`src/rtl/native_out_port_pkg.sv`:
```
// Shared types for the native video output port: mode names,
// timing field width, FSM states and the per-axis timing bundle.
package native_out_port_pkg;

  localparam int    TW        = 16;
  localparam string MODE_ONCE = "ONCE";
  localparam string MODE_LINE = "LINE";

  typedef enum logic {
    ST_IDLE = 1'b0,
    ST_RUN  = 1'b1
  } state_t;

  typedef logic [TW-1:0] fld_t;
  typedef logic [TW:0]   sum_t;

  // One axis of video timing, in sync/porch/active/porch order.
  typedef struct packed {
    fld_t sw;
    fld_t bp;
    fld_t act;
    fld_t fp;
  } axis_t;

  function automatic sum_t axis_total(axis_t a);
    return sum_t'(a.sw) + sum_t'(a.bp)
         + sum_t'(a.act) + sum_t'(a.fp);
  endfunction

endpackage

```
`src/rtl/native_out_port_if.sv`:
```
// Pixel stream in / video timing out bundle of native_out_port.
// master: upstream pixel source + video sink; slave: the port itself.
interface native_out_port_if #(
  parameter int DSIZE = 24
);
  logic [DSIZE-1:0] idata;
  logic             idata_vld;
  logic             idata_rdy;
  logic             falign;
  logic             lalign;
  logic             ealign;
  logic             vsync;
  logic             hsync;
  logic             de;
  logic [DSIZE-1:0] odata;
  logic             underflow;

  modport master (
    output idata, idata_vld,
    input  idata_rdy, falign, lalign, ealign,
    input  vsync, hsync, de, odata, underflow
  );

  modport slave (
    input  idata, idata_vld,
    output idata_rdy, falign, lalign, ealign,
    output vsync, hsync, de, odata, underflow
  );
endinterface

```
`src/rtl/native_timing_gen.sv`:
```
// IDLE/RUN FSM, shadowed timing, h/v counters and window decode.
// Ports: clock, rst, enable, h/v timing in; decoded strobes out.
module native_timing_gen
  import native_out_port_pkg::*;
(
  input  logic  clock,
  input  logic  rst,
  input  logic  enable,
  input  axis_t h,
  input  axis_t v,
  output logic  hs,
  output logic  vs,
  output logic  act,
  output logic  line_end,
  output logic  frame_end,
  output logic  frame_start
);

  state_t state;
  axis_t  hsh, vsh;
  fld_t   hcnt, vcnt;
  sum_t   htot, vtot, hc, vc;
  sum_t   hab, hae, vab, vae;
  logic   run, hlast, vlast;
  logic   hact, vact;

  always_comb begin
    htot  = axis_total(hsh);
    vtot  = axis_total(vsh);
    hc    = sum_t'(hcnt);
    vc    = sum_t'(vcnt);
    hab   = sum_t'(hsh.sw) + sum_t'(hsh.bp);
    hae   = hab + sum_t'(hsh.act);
    vab   = sum_t'(vsh.sw) + sum_t'(vsh.bp);
    vae   = vab + sum_t'(vsh.act);
    run   = (state == ST_RUN);
    hlast = (hc == htot - sum_t'(1));
    vlast = (vc == vtot - sum_t'(1));
    hact  = (hc >= hab) && (hc < hae);
    vact  = (vc >= vab) && (vc < vae);
    hs    = run && (hc < sum_t'(hsh.sw));
    vs    = run && (vc < sum_t'(vsh.sw));
    act   = run && hact && vact;
    line_end    = act && (hc == hae - sum_t'(1));
    frame_end   = line_end
               && (vc == vae - sum_t'(1));
    frame_start = run && (hcnt == '0)
               && (vcnt == '0);
  end

  // Shadows reload only on the frame's last cycle
  // so a frame always runs on one timing set.
  always_ff @(posedge clock or posedge rst) begin
    if (rst) begin
      state <= ST_IDLE;
      hcnt  <= '0;
      vcnt  <= '0;
      hsh   <= '0;
      vsh   <= '0;
    end else begin
      unique case (state)
        ST_IDLE: begin
          if (enable) begin
            state <= ST_RUN;
            hsh   <= h;
            vsh   <= v;
          end
        end
        ST_RUN: begin
          if (hlast) begin
            hcnt <= '0;
            if (vlast) begin
              vcnt <= '0;
              hsh  <= h;
              vsh  <= v;
              if (!enable)
                state <= ST_IDLE;
            end else begin
              vcnt <= vcnt + fld_t'(1);
            end
          end else begin
            hcnt <= hcnt + fld_t'(1);
          end
        end
      endcase
    end
  end

endmodule

```
`src/rtl/native_out_port.sv`:
```
// Native video output port: pulls pixels on a fixed raster and emits
// registered vsync/hsync/de/odata plus frame/line/end align pulses.
// Ports: clock, rst, enable, h/v timing fields, bus (slave).
module native_out_port
  import native_out_port_pkg::*;
#(
  parameter int    DSIZE = 24,
  parameter string MODE  = MODE_ONCE
)(
  input  logic   clock,
  input  logic   rst,
  input  logic   enable,
  input  fld_t   hactive,
  input  fld_t   hfp,
  input  fld_t   hsw,
  input  fld_t   hbp,
  input  fld_t   vactive,
  input  fld_t   vfp,
  input  fld_t   vsw,
  input  fld_t   vbp,
  native_out_port_if.slave bus
);

  localparam bit LINE_EN = (MODE == MODE_LINE);

  axis_t hax, vax;
  logic  hs, vs, act;
  logic  line_end, frame_end, frame_start;
  logic  lflag, eflag;

  assign hax = '{sw: hsw, bp: hbp,
                 act: hactive, fp: hfp};
  assign vax = '{sw: vsw, bp: vbp,
                 act: vactive, fp: vfp};

  native_timing_gen u_tgen (
    .clock       (clock),
    .rst         (rst),
    .enable      (enable),
    .h           (hax),
    .v           (vax),
    .hs          (hs),
    .vs          (vs),
    .act         (act),
    .line_end    (line_end),
    .frame_end   (frame_end),
    .frame_start (frame_start)
  );

  assign bus.idata_rdy = act;

  // Align pulses go through an extra flag stage so they
  // land one cycle after the last de, not with it.
  always_ff @(posedge clock or posedge rst) begin
    if (rst) begin
      bus.de        <= 1'b0;
      bus.hsync     <= 1'b0;
      bus.vsync     <= 1'b0;
      bus.falign    <= 1'b0;
      bus.lalign    <= 1'b0;
      bus.ealign    <= 1'b0;
      bus.underflow <= 1'b0;
      bus.odata     <= '0;
      lflag         <= 1'b0;
      eflag         <= 1'b0;
    end else begin
      bus.de        <= act;
      bus.hsync     <= hs;
      bus.vsync     <= vs;
      bus.falign    <= frame_start;
      bus.underflow <= act && !bus.idata_vld;
      lflag         <= LINE_EN && line_end;
      bus.lalign    <= lflag;
      eflag         <= frame_end;
      bus.ealign    <= eflag;
      if (act)
        bus.odata <= bus.idata_vld ? bus.idata
                                   : {DSIZE{1'b0}};
    end
  end

endmodule

```
`src/flat_wrapper.sv`:
```
// flat-port wrapper written by rule: the top's interface ports become plain ports
module native_out_port_flat import native_out_port_pkg::*;
#(
  parameter int    DSIZE = 24,
  parameter string MODE  = MODE_ONCE
)
  (clock, rst, enable, hactive, hfp, hsw, hbp, vactive, vfp, vsw, vbp, bus_idata, bus_idata_vld, bus_idata_rdy, bus_falign, bus_lalign, bus_ealign, bus_vsync, bus_hsync, bus_de, bus_odata, bus_underflow);
  native_out_port_if #(.DSIZE(DSIZE)) bus_i ();
  input  logic clock;
  input  logic rst;
  input  logic enable;
  input  fld_t hactive;
  input  fld_t hfp;
  input  fld_t hsw;
  input  fld_t hbp;
  input  fld_t vactive;
  input  fld_t vfp;
  input  fld_t vsw;
  input  fld_t vbp;
  input wire logic [$bits(bus_i.idata)-1:0] bus_idata;
  input wire logic [$bits(bus_i.idata_vld)-1:0] bus_idata_vld;
  output wire logic [$bits(bus_i.idata_rdy)-1:0] bus_idata_rdy;
  output wire logic [$bits(bus_i.falign)-1:0] bus_falign;
  output wire logic [$bits(bus_i.lalign)-1:0] bus_lalign;
  output wire logic [$bits(bus_i.ealign)-1:0] bus_ealign;
  output wire logic [$bits(bus_i.vsync)-1:0] bus_vsync;
  output wire logic [$bits(bus_i.hsync)-1:0] bus_hsync;
  output wire logic [$bits(bus_i.de)-1:0] bus_de;
  output wire logic [$bits(bus_i.odata)-1:0] bus_odata;
  output wire logic [$bits(bus_i.underflow)-1:0] bus_underflow;
  assign bus_i.idata = bus_idata;
  assign bus_i.idata_vld = bus_idata_vld;
  assign bus_idata_rdy = bus_i.idata_rdy;
  assign bus_falign = bus_i.falign;
  assign bus_lalign = bus_i.lalign;
  assign bus_ealign = bus_i.ealign;
  assign bus_vsync = bus_i.vsync;
  assign bus_hsync = bus_i.hsync;
  assign bus_de = bus_i.de;
  assign bus_odata = bus_i.odata;
  assign bus_underflow = bus_i.underflow;
  native_out_port #(.DSIZE(DSIZE), .MODE(MODE)) u_core (.clock(clock), .rst(rst), .enable(enable), .hactive(hactive), .hfp(hfp), .hsw(hsw), .hbp(hbp), .vactive(vactive), .vfp(vfp), .vsw(vsw), .vbp(vbp), .bus(bus_i));
endmodule
```
`config.mk`:
```
export PLATFORM = sky130hd
export DESIGN_NAME = native_out_port_flat
export DESIGN_NICKNAME = d
export VERILOG_FILES = /design/src/rtl/native_out_port_pkg.sv /design/src/rtl/native_out_port_if.sv /design/src/rtl/native_timing_gen.sv /design/src/rtl/native_out_port.sv /design/src/flat_wrapper.sv
export SDC_FILE = /design/constraint.sdc
export NUM_CORES = 1
export LEC_CHECK = 0
export ABC_AREA = 0
export BUFFER_PORTS_ARGS = -buffer_cell sky130_fd_sc_hd__buf_2
export CORE_MARGIN = 4
export CORE_UTILIZATION = 40
export DETAILED_ROUTE_END_ITERATION = 12
export PLACE_DENSITY = 0.61
export SYNTH_ARGS = -nofsm -noshare
export SYNTH_HDL_FRONTEND = slang
export SYNTH_HIERARCHICAL = 1
export SYNTH_SLANG_ARGS = --single-unit
```
`constraint.sdc`:
```
create_clock -name clock -period 10.8 [get_ports clock]
set_clock_uncertainty 0.05 [all_clocks]
set_input_delay 1.08 -clock clock [delete_from_list [all_inputs] [get_ports clock]]
set_output_delay 1.08 -clock clock [all_outputs]
set_load 0.01 [all_outputs]
```
After elaboration in Yosys (flattened, before gate mapping)
Cells that the tools add are included.
- word-level logic and storage cells: 76
- input bits: 156
- register bits after elaboration: 192
- order comparisons: 6
- equal/unequal tests: 7
- reductions and logical operators: 16
- muxes and demuxes: 15
- bitwise operators: 1
- add/subtract/negate cells: 12
- operators with widths (cell ; count):
    64-bit two-way mux ; 6
    64-bit one-hot mux with 2 select lines ; 2
    17-bit by 16-bit adder with 17-bit output ; 4
    16-bit by 17-bit == test with 1-bit output ; 4
    17-bit by 1-bit subtractor with 17-bit output (second input constant) ; 4
    16-bit by 16-bit adder with 17-bit output ; 2
    16-bit by 17-bit greater-or-equal comparator with 1-bit output ; 2
    16-bit by 17-bit < comparator with 1-bit output ; 2
    16-bit by 1-bit adder with 16-bit output (second input constant) ; 2
    16-bit zero test ; 2
    16-bit < comparator ; 2
    16-bit two-way mux ; 2
    24-bit two-way mux ; 1
    1-bit logical AND ; 11
    2-bit by 1-bit != test with 1-bit output (second input constant) ; 2
    1-bit two-way mux ; 3
    3-bit AND reduction ; 1
    2-bit != test (second input constant) ; 1
    1-bit one-hot mux with 2 select lines ; 1
    2-bit AND reduction ; 1
    1-bit zero test ; 1
    1-bit inverter ; 1

Longest topological paths before layout
Gate-level depths: netlist of the first run.
- word-level depth: 8
- gate-level depth with buffers: 37

Modules after synthesis
Netlist of the first run, hierarchy kept.
- modules (own cells, without submodules) (module ; instances ; seq. area each (µm²) ; area each (µm²) ; cells an instance):
    native_timing_gen ; 1 ; 4028.9 ; 16170.5 ; 1732
    native_out_port ; 1 ; 775.7 ; 1058.5 ; 66

Worst setup path after synthesis of the first run
Ideal clock, no wire load.
- path kind: register to register
- from: register u_core/u_tgen/vsh[33] (netlist bit)
- to: register u_core/u_tgen/hsh[0] (netlist bit)
- arrival: 7.056 ns
- data required time: 10.625 ns
- period minus slack after synthesis: 7.231 ns
- setup time: 0.125 ns
- setup slack: 3.569 ns
- cell stages (with the launch flop): 34
- cells stage by stage: dfrtp_1 > ha_1 > a21o_1 > a21oi_1 > o21bai_1 > a21oi_1 > o21bai_1 > a21oi_1 > o21bai_1 > a21oi_1 > xnor2_1 > ha_1 > a2111oi_0 > a21o_1 > nand3b_1 > a21oi_1 > xor2_1 > ha_1 > inv_1 > ha_1 > xnor2_1 > nor3_1 > or4_1 > or4_1 > nor4_2 > o2111ai_1 > nor3_1 > and4_1 > buf_4 > nand3_2 > o21ai_2 > buf_12 > buf_12 > mux2_4
- cells in the longest elaborated chain, start to end: 7
- RTL lines (what ; line ; source):
    from (decl) ; native_timing_gen.sv:20 ; axis_t hsh, vsh;
    from (signal assigned) ; native_timing_gen.sv:66 ; vsh <= v;
    from (signal assigned) ; native_timing_gen.sv:75 ; vsh <= v;
    16-bit by 16-bit adder with 17-bit output ; native_out_port_pkg.sv:26 ; return sum_t'(a.sw) + sum_t'(a.bp)
    17-bit by 16-bit adder with 17-bit output (2 in a row) ; native_out_port_pkg.sv:27 ; + sum_t'(a.act) + sum_t'(a.fp);
    17-bit by 1-bit subtractor with 17-bit output ; native_timing_gen.sv:38 ; vlast = (vc == vtot - sum_t'(1));
    16-bit by 17-bit == test with 1-bit output ; native_timing_gen.sv:38 ;
    2-bit by 1-bit != test with 1-bit output (no line) ; -- ;
    3-bit AND reduction (no line) ; -- ;
    to (signal assigned) ; native_timing_gen.sv:65 ; hsh <= h;
    to (signal assigned) ; native_timing_gen.sv:74 ; hsh <= h;
    to (decl) ; native_timing_gen.sv:20 ;
Every way passes these cells.
A chain may end at the register's enable or synchronous reset.

Final worst setup path of the first run
- from: register u_core/u_tgen/vsh[33] (netlist bit)
- to: register u_core/u_tgen/vsh[22] (netlist bit)
- cells in the longest elaborated chain, start to end: 7
- RTL lines (what ; line):
    16-bit by 16-bit adder with 17-bit output ; native_out_port_pkg.sv:26
    17-bit by 16-bit adder with 17-bit output (2 in a row) ; native_out_port_pkg.sv:27
    17-bit by 1-bit subtractor with 17-bit output ; native_timing_gen.sv:38
    16-bit by 17-bit == test with 1-bit output ; native_timing_gen.sv:38
    2-bit by 1-bit != test with 1-bit output (no line) ; --
    3-bit AND reduction (no line) ; --
Every way passes these cells.

==> results.sh, run 1 <==
export IMPL_cts_root_buf="clkbuf_16"
export IMPL_gp_congestion=0.869
export IMPL_num_io_pins=188
export IMPL_critPathMaxStageDelay_ns=0.66
export IMPL_ir_drop_mv=0.124
export IMPL_syn_cell_area_mm2=0.0172
export IMPL_die_h_um=216
export IMPL_grt_pass1_wl_um=71000
export IMPL_drtIter0Drc=717
export IMPL_initial_core_util_pct=40.8
export IMPL_required_ns=11.11
export IMPL_core_mm2=0.0422
export IMPL_nNetsFinal=2312
export IMPL_clock_sinks=192
export IMPL_drc=0
export IMPL_die_w_um=216
export IMPL_antenna_found_initial=2
export IMPL_setup_worst_path_class="reg -> reg"
export IMPL_finalCritPeriodShare_pct=83.1
export IMPL_wl_per_cell_um=17.4
export IMPL_fin_setup_tns_ns=0
export IMPL_synth_fp_nets=2169
export IMPL_period_minus_slack_ns=8.97
export IMPL_drt_total_wl_um=43500
export IMPL_htreeDepth=4
export IMPL_dr_pass1_iters=6
export IMPL_yosysWarnings=6
export IMPL_fmax_mhz=111
export IMPL_grt_util_all_layers_pct=19.0
export IMPL_post_cts_setup_buffers=0
export IMPL_n_fill_cell=4097
export IMPL_viasPerCell=5.37
export IMPL_hold_worst_slack_ns=0.336
export IMPL_timing_max_cap_violations=0
export IMPL_rsz0062_at_grt="no"
export IMPL_overflow=0
export IMPL_cts_clk_slew_worst_paths_ns=0.08
export IMPL_cts_resized=0
export IMPL_hpwl_um=34300
export IMPL_max_slew_margin_rel_pct=37.5
export IMPL_place_inst=2460
export IMPL_power_density_mw_per_mm2=181
export IMPL_hold_viol_final=0
export IMPL_clockBufferDepth=2
export IMPL_die_area_mm2=0.0464
export IMPL_cp_end_kind="register"
export IMPL_core_rowCount=75
export IMPL_io_buffers=186
export IMPL_clock_latency_ns=0.49
export IMPL_hold_buffers=0
export IMPL_setup_viol=0
export IMPL_num_vias=13396
export IMPL_numCtsBuffers=17
export IMPL_startpoint_type="register"
export IMPL_grt_max_degree=102
export IMPL_drv_slew=0
export IMPL_drive_gt1_share_pct=18.5
export IMPL_instances_no_fill=2494
export IMPL_leakage_nw=9.15
export IMPL_ant_nets=0
export IMPL_status="finished, final reports clean"
export IMPL_worstPathArrival_ns=9.29
export IMPL_syn2layout_area_growth_pct=10.6
export IMPL_syn_area_per_cell_um2=9.59
export IMPL_tightest_slew_ns=0.938
export IMPL_slowest_stage="and4_1"
export IMPL_synthCells=1797
export IMPL_tritoncts="yes"
export IMPL_hold_class="reg -> reg"
export IMPL_grt_pass1_vias=13342
export IMPL_rrSetupSlack_ns=1.83
export IMPL_cp_max_fo=101
==> final timing paths <==
path,startpoint,end,cells past startpoint
max in group asynchronous,rst,u_core/u_tgen/hsh[57],4
worst max-delay path,u_core/u_tgen/vsh[33],u_core/u_tgen/vsh[22],31
min in group asynchronous,rst,u_core/u_tgen/vsh[13],2
worst min-delay path,u_core/eflag,u_core/bus.ealign,0
worst max register to register,u_core/u_tgen/vsh[33],u_core/u_tgen/vsh[22],31
worst min register to register,u_core/eflag,u_core/bus.ealign,0
==> stage by stage <==
step	instance area, µm²	worst slack [ns]	util [%]	power (mW)
6_report	19000	1.83	45.1	3.45
5_1_grt	19000	1.14	45.1	3.76
4_1_cts	19000	1.82	45.1	3.49
3_5_place_dp	18400	1.91	43.5	2.74
3_3_place_gp	18400	2.11	43.5	2.70
2_1_floorplan	17200	3.57	-	2.33
==> sequential cells by signal, indices dropped and copies added, names as in the netlist <==
register / count
u_core/bus.de: 1
u_core/bus.ealign: 1
u_core/bus.falign: 1
u_core/bus.hsync: 1
u_core/bus.odata: 24
u_core/bus.underflow: 1
u_core/bus.vsync: 1
u_core/eflag: 1
u_core/u_tgen/hcnt: 16
u_core/u_tgen/hsh: 64
u_core/u_tgen/run: 1
u_core/u_tgen/vcnt: 16
u_core/u_tgen/vsh: 64
==> per-layer routing <==
metal | track usage [%] | routed length [µm] | share of wire [%]
met3 | 2.83 | 1200 | 2.8
met1 | 23.2 | 18800 | 43
met2 | 33.9 | 22500 | 52
met4 | 6.85 | 897 | 2.1
met5 | 0 | 0 | 0
==> cells in the final DEF, fill, tap and decap left out, drive strengths merged, types with 10 or more instances in the layout <==
cell type    n
nor2        91
nand4       20
or2         10
a211oi      18
inv        179
o31ai       19
buf        192
a21oi       86
o211ai      11
nor3        37
nand2       80
nor4        18
a31oi       10
a22o        27
and2        10
o21a        27
o21ai       88
nor2b       30
clkbuf      20
nand2b      32
and4        11
a211o       11
xnor2       95
a2111oi     10
mux2       129
xor2        56
ha         210
and3        17
nand3       46
dfrtp      192
a21o        40
==> cell type report <==
type	instances	area [µm²]	area share (%)
Antenna cell	2	5.00	0.0263
Clock buffer	20	457	2.40
Clock inverter	12	193	1.01
Inverter	173	654	3.44
Multi-Input combinational cell	1364	11300	59.2
Sequential cell	192	4800	25.2
Tap cell	539	674	3.54
Timing Repair Buffer	192	988	5.19
==> report_power, final <==
part / leakage, nW / switching, mW / internal, mW
sequential: 2.36 / 0.0422 / 0.748
combinational: 6.48 / 1.10 / 0.843
clock: 0.312 / 0.312 / 0.406
total: 9.15 / 1.46 / 2.00
==> worst max-delay path: cells and delay by family (launching register included) <==
kind | cells | cell delay, ns
AOI/OAI and AO/OA | 13 | 2.77
and+or+nand+nor | 8 | 2.38
adders and majority gates | 4 | 1.17
xor gates and xnor gates | 3 | 0.99
buffers and inverters | 2 | 0.57
DFF | 1 | 0.40
muxes | 1 | 0.39
No activity file was read; power rests on OpenSTA's default activity.
==> inputs of run 2 (changes only) <==
--- a/config.mk
+++ b/config.mk
@@ -5,7 +5,7 @@
 export SDC_FILE = /design/constraint.sdc
 export NUM_CORES = 1
 export LEC_CHECK = 0
-export ABC_AREA = 0
+export ABC_AREA = 1
 export BUFFER_PORTS_ARGS = -buffer_cell sky130_fd_sc_hd__buf_2
 export CORE_MARGIN = 4
 export CORE_UTILIZATION = 40
==> constraint.sdc (replaced) <==
create_clock -name clock -period 9.1 [get_ports clock]
set_clock_uncertainty 0.05 [all_clocks]
set_input_delay 0.91 -clock clock [delete_from_list [all_inputs] [get_ports clock]]
set_output_delay 0.91 -clock clock [all_outputs]
set_load 0.01 [all_outputs]
==> run 2 against run 1 <==
Register-to-register slack gained 0.10 ns; sequential power grew 7.7%; hold slack got worse by 0.018 ns; critical endpoint is now u_core/u_tgen/vsh[8]; via count is 34% higher.
==> results.sh, run 2 <==
export IMPL_die_area_mm2=0.0504
export IMPL_multi_input_area_mm2=0.0120
export IMPL_required_ns=9.43
export IMPL_hold_buffers=0
export IMPL_clockBufferDepth=2
export IMPL_seqCellArea_mm2=0.00480
export IMPL_place_area_mm2=0.0199
export IMPL_grt_pass1_wl_um=91100
export IMPL_syn_cell_area_mm2=0.0188
export IMPL_num_vias=17982
export IMPL_power_density_mw_per_mm2=82.2
export IMPL_setup_worst_path_class="reg -> reg"
export IMPL_syn2layout_area_growth_pct=9.02
export IMPL_status="finished, final reports clean"
export IMPL_finalCritPeriodShare_pct=78.8
export IMPL_hold_class="reg -> reg"
export IMPL_ir_drop_mv=0.146
export IMPL_ant_nets=0
export IMPL_initial_core_util_pct=40.4
export IMPL_slowest_stage="nand2_8"
export IMPL_yosysWarnings=6
export IMPL_cp_max_fo=128
export IMPL_clock_latency_ns=0.50
export IMPL_worstRegToRegCells=31
export IMPL_tritoncts="yes"
export IMPL_antenna_found_initial=0
export IMPL_post_cts_setup_buffers=0
export IMPL_nNetsFinal=3124
export IMPL_num_io_pins=188
export IMPL_overflow=0
export IMPL_dr_pass1_iters=5
export IMPL_final_common_cell="nand2_1"
export IMPL_postLayoutCoreUtil_pct=44.0
export IMPL_reg2reg_to="u_core/u_tgen/vsh[8]"
export IMPL_die_h_um=225
export IMPL_core_mm2=0.0465
export IMPL_drc=0
export IMPL_drv_slew=0
export IMPL_cts_clk_slew_worst_paths_ns=0.08
export IMPL_timing_max_cap_violations=0
export IMPL_rsz0062_at_grt="no"
export IMPL_final_cell_mix="nand2_1 (694), inv_1 (333), nand3_1 (224)"
export IMPL_viasPerCell=5.33
export IMPL_critPathMaxStageDelay_ns=0.71
export IMPL_synthCells=2632
export IMPL_grt_max_degree=129
export IMPL_drive_gt1_share_pct=13.5
export IMPL_die_w_um=225
export IMPL_period_minus_slack_ns=7.17
export IMPL_fmax_mhz=139
export IMPL_setup_viol=0
export IMPL_hpwl_um=44800
export IMPL_htreeDepth=4
export IMPL_antenna_cells=0
export IMPL_cp_endpoint="u_core/u_tgen/vsh[8]"
export IMPL_cts_resized=0
export IMPL_worstPathArrival_ns=7.50
export IMPL_grt_pass1_vias=17265
export IMPL_leakage_nw=11.0
export IMPL_wl_per_cell_um=16.7
export IMPL_core_rowCount=79
export IMPL_reg_top3="u_core/u_tgen/hsh: 64 flops, u_core/u_tgen/vsh: 64 flops, u_core/bus.odata: 24 flops"
export IMPL_cts_root_buf="clkbuf_16"
export IMPL_startpoint="u_core/u_tgen/hsh[48]"
export IMPL_drtIter0Drc=1237
export IMPL_fin_area_mm2=0.0205
export IMPL_tightest_slew_ns=1.21
export IMPL_n_fill_cell=4816
export IMPL_grt_util_all_layers_pct=22.5
export IMPL_numCtsBuffers=17
export IMPL_io_buffers=186
export IMPL_hold_viol_final=0
export IMPL_startpoint_type="register"
export IMPL_clock_sinks=192
export IMPL_cp_end_kind="register"
export IMPL_syn_area_per_cell_um2=7.13
export IMPL_fin_setup_tns_ns=0
export IMPL_r2r_start="u_core/u_tgen/hsh[48]"
export IMPL_rrSetupSlack_ns=1.93
export IMPL_crit_top_cell="nand2_1"
export IMPL_max_slew_margin_rel_pct=19.6
export IMPL_drt_total_wl_um=56400
export IMPL_gp_congestion=0.962
export IMPL_synth_fp_nets=3004
## run 2: cell types whose count changed in the layout (fill, tap and decap cells not counted), sizes merged, moves of 30 or more
cell    change
nand3     +271
nor2b      -30
a21o       -32
nor2       +72
inv       +172
xnor2      -63
nand4     +156
mux2      -129
nand2b     -32
nand2     +638
## run 2: power by group
group	leakage (nW)	internal (mW)	switching (mW)
combinational	8.18	0.0241	0.0316
sequential	2.54	0.852	0
clock	0.285	0.387	0.387
total	11.0	1.26	0.418
## run 2: cell type report
| type | instances | area share [%] |
|---|---|---|
| Multi-Input combinational cell | 2000 | 58.7 |
| Sequential cell | 192 | 23.5 |
| Inverter | 345 | 6.39 |
| Timing Repair Buffer | 196 | 4.92 |
| Tap cell | 607 | 3.71 |
| Clock buffer | 18 | 2.10 |
| Clock inverter | 14 | 0.709 |
## run 2: worst max-delay path: cells and delay by family (launching register included)
family / cells / cell delay (ns)
adders and majority gates: 4 / 1.27
buffers and inverters: 4 / 0.31
AOI/OAI and AO/OA: 7 / 1.12
and+or+nand+nor: 14 / 3.19
xor gates and xnor gates: 2 / 0.46
DFF: 1 / 0.38
## run 2: how the worst min path moves through the flow
stage | startpoint | to | slack [ns] | depth (start not counted)
after floorplan | u_core/eflag | u_core/bus.ealign | 0.28 | 0
final | u_core/eflag | u_core/bus.ealign | 0.32 | 0
after global placement | u_core/eflag | u_core/bus.ealign | 0.29 | 0
after CTS | u_core/eflag | u_core/bus.ealign | 0.32 | 0
after global routing | u_core/eflag | u_core/bus.ealign | 0.32 | 0
after detailed placement | u_core/eflag | u_core/bus.ealign | 0.29 | 0
## run 2: layer usage
metal | GRT usage, % | routed length (µm) | up-vias
li1 | - | - | 8998
met1 | 32.1 | 27500 | 8444
met2 | 35.1 | 24700 | 480
met3 | 3.59 | 2980 | 60
met4 | 6.76 | 1250 | 0
met5 | 0 | 0 | -
## run 2: through the flow
step,hold slack [ns],power (mW),setup WS (ns),std cells
2_1_floorplan,0.281,0.885,3.79,2632
3_3_place_gp,0.286,0.926,2.20,3340
3_5_place_dp,0.290,0.927,2.07,3340
4_1_cts,0.322,1.71,2.05,3372
5_1_grt,0.324,1.75,1.24,3372
6_report,0.318,1.68,1.93,3372
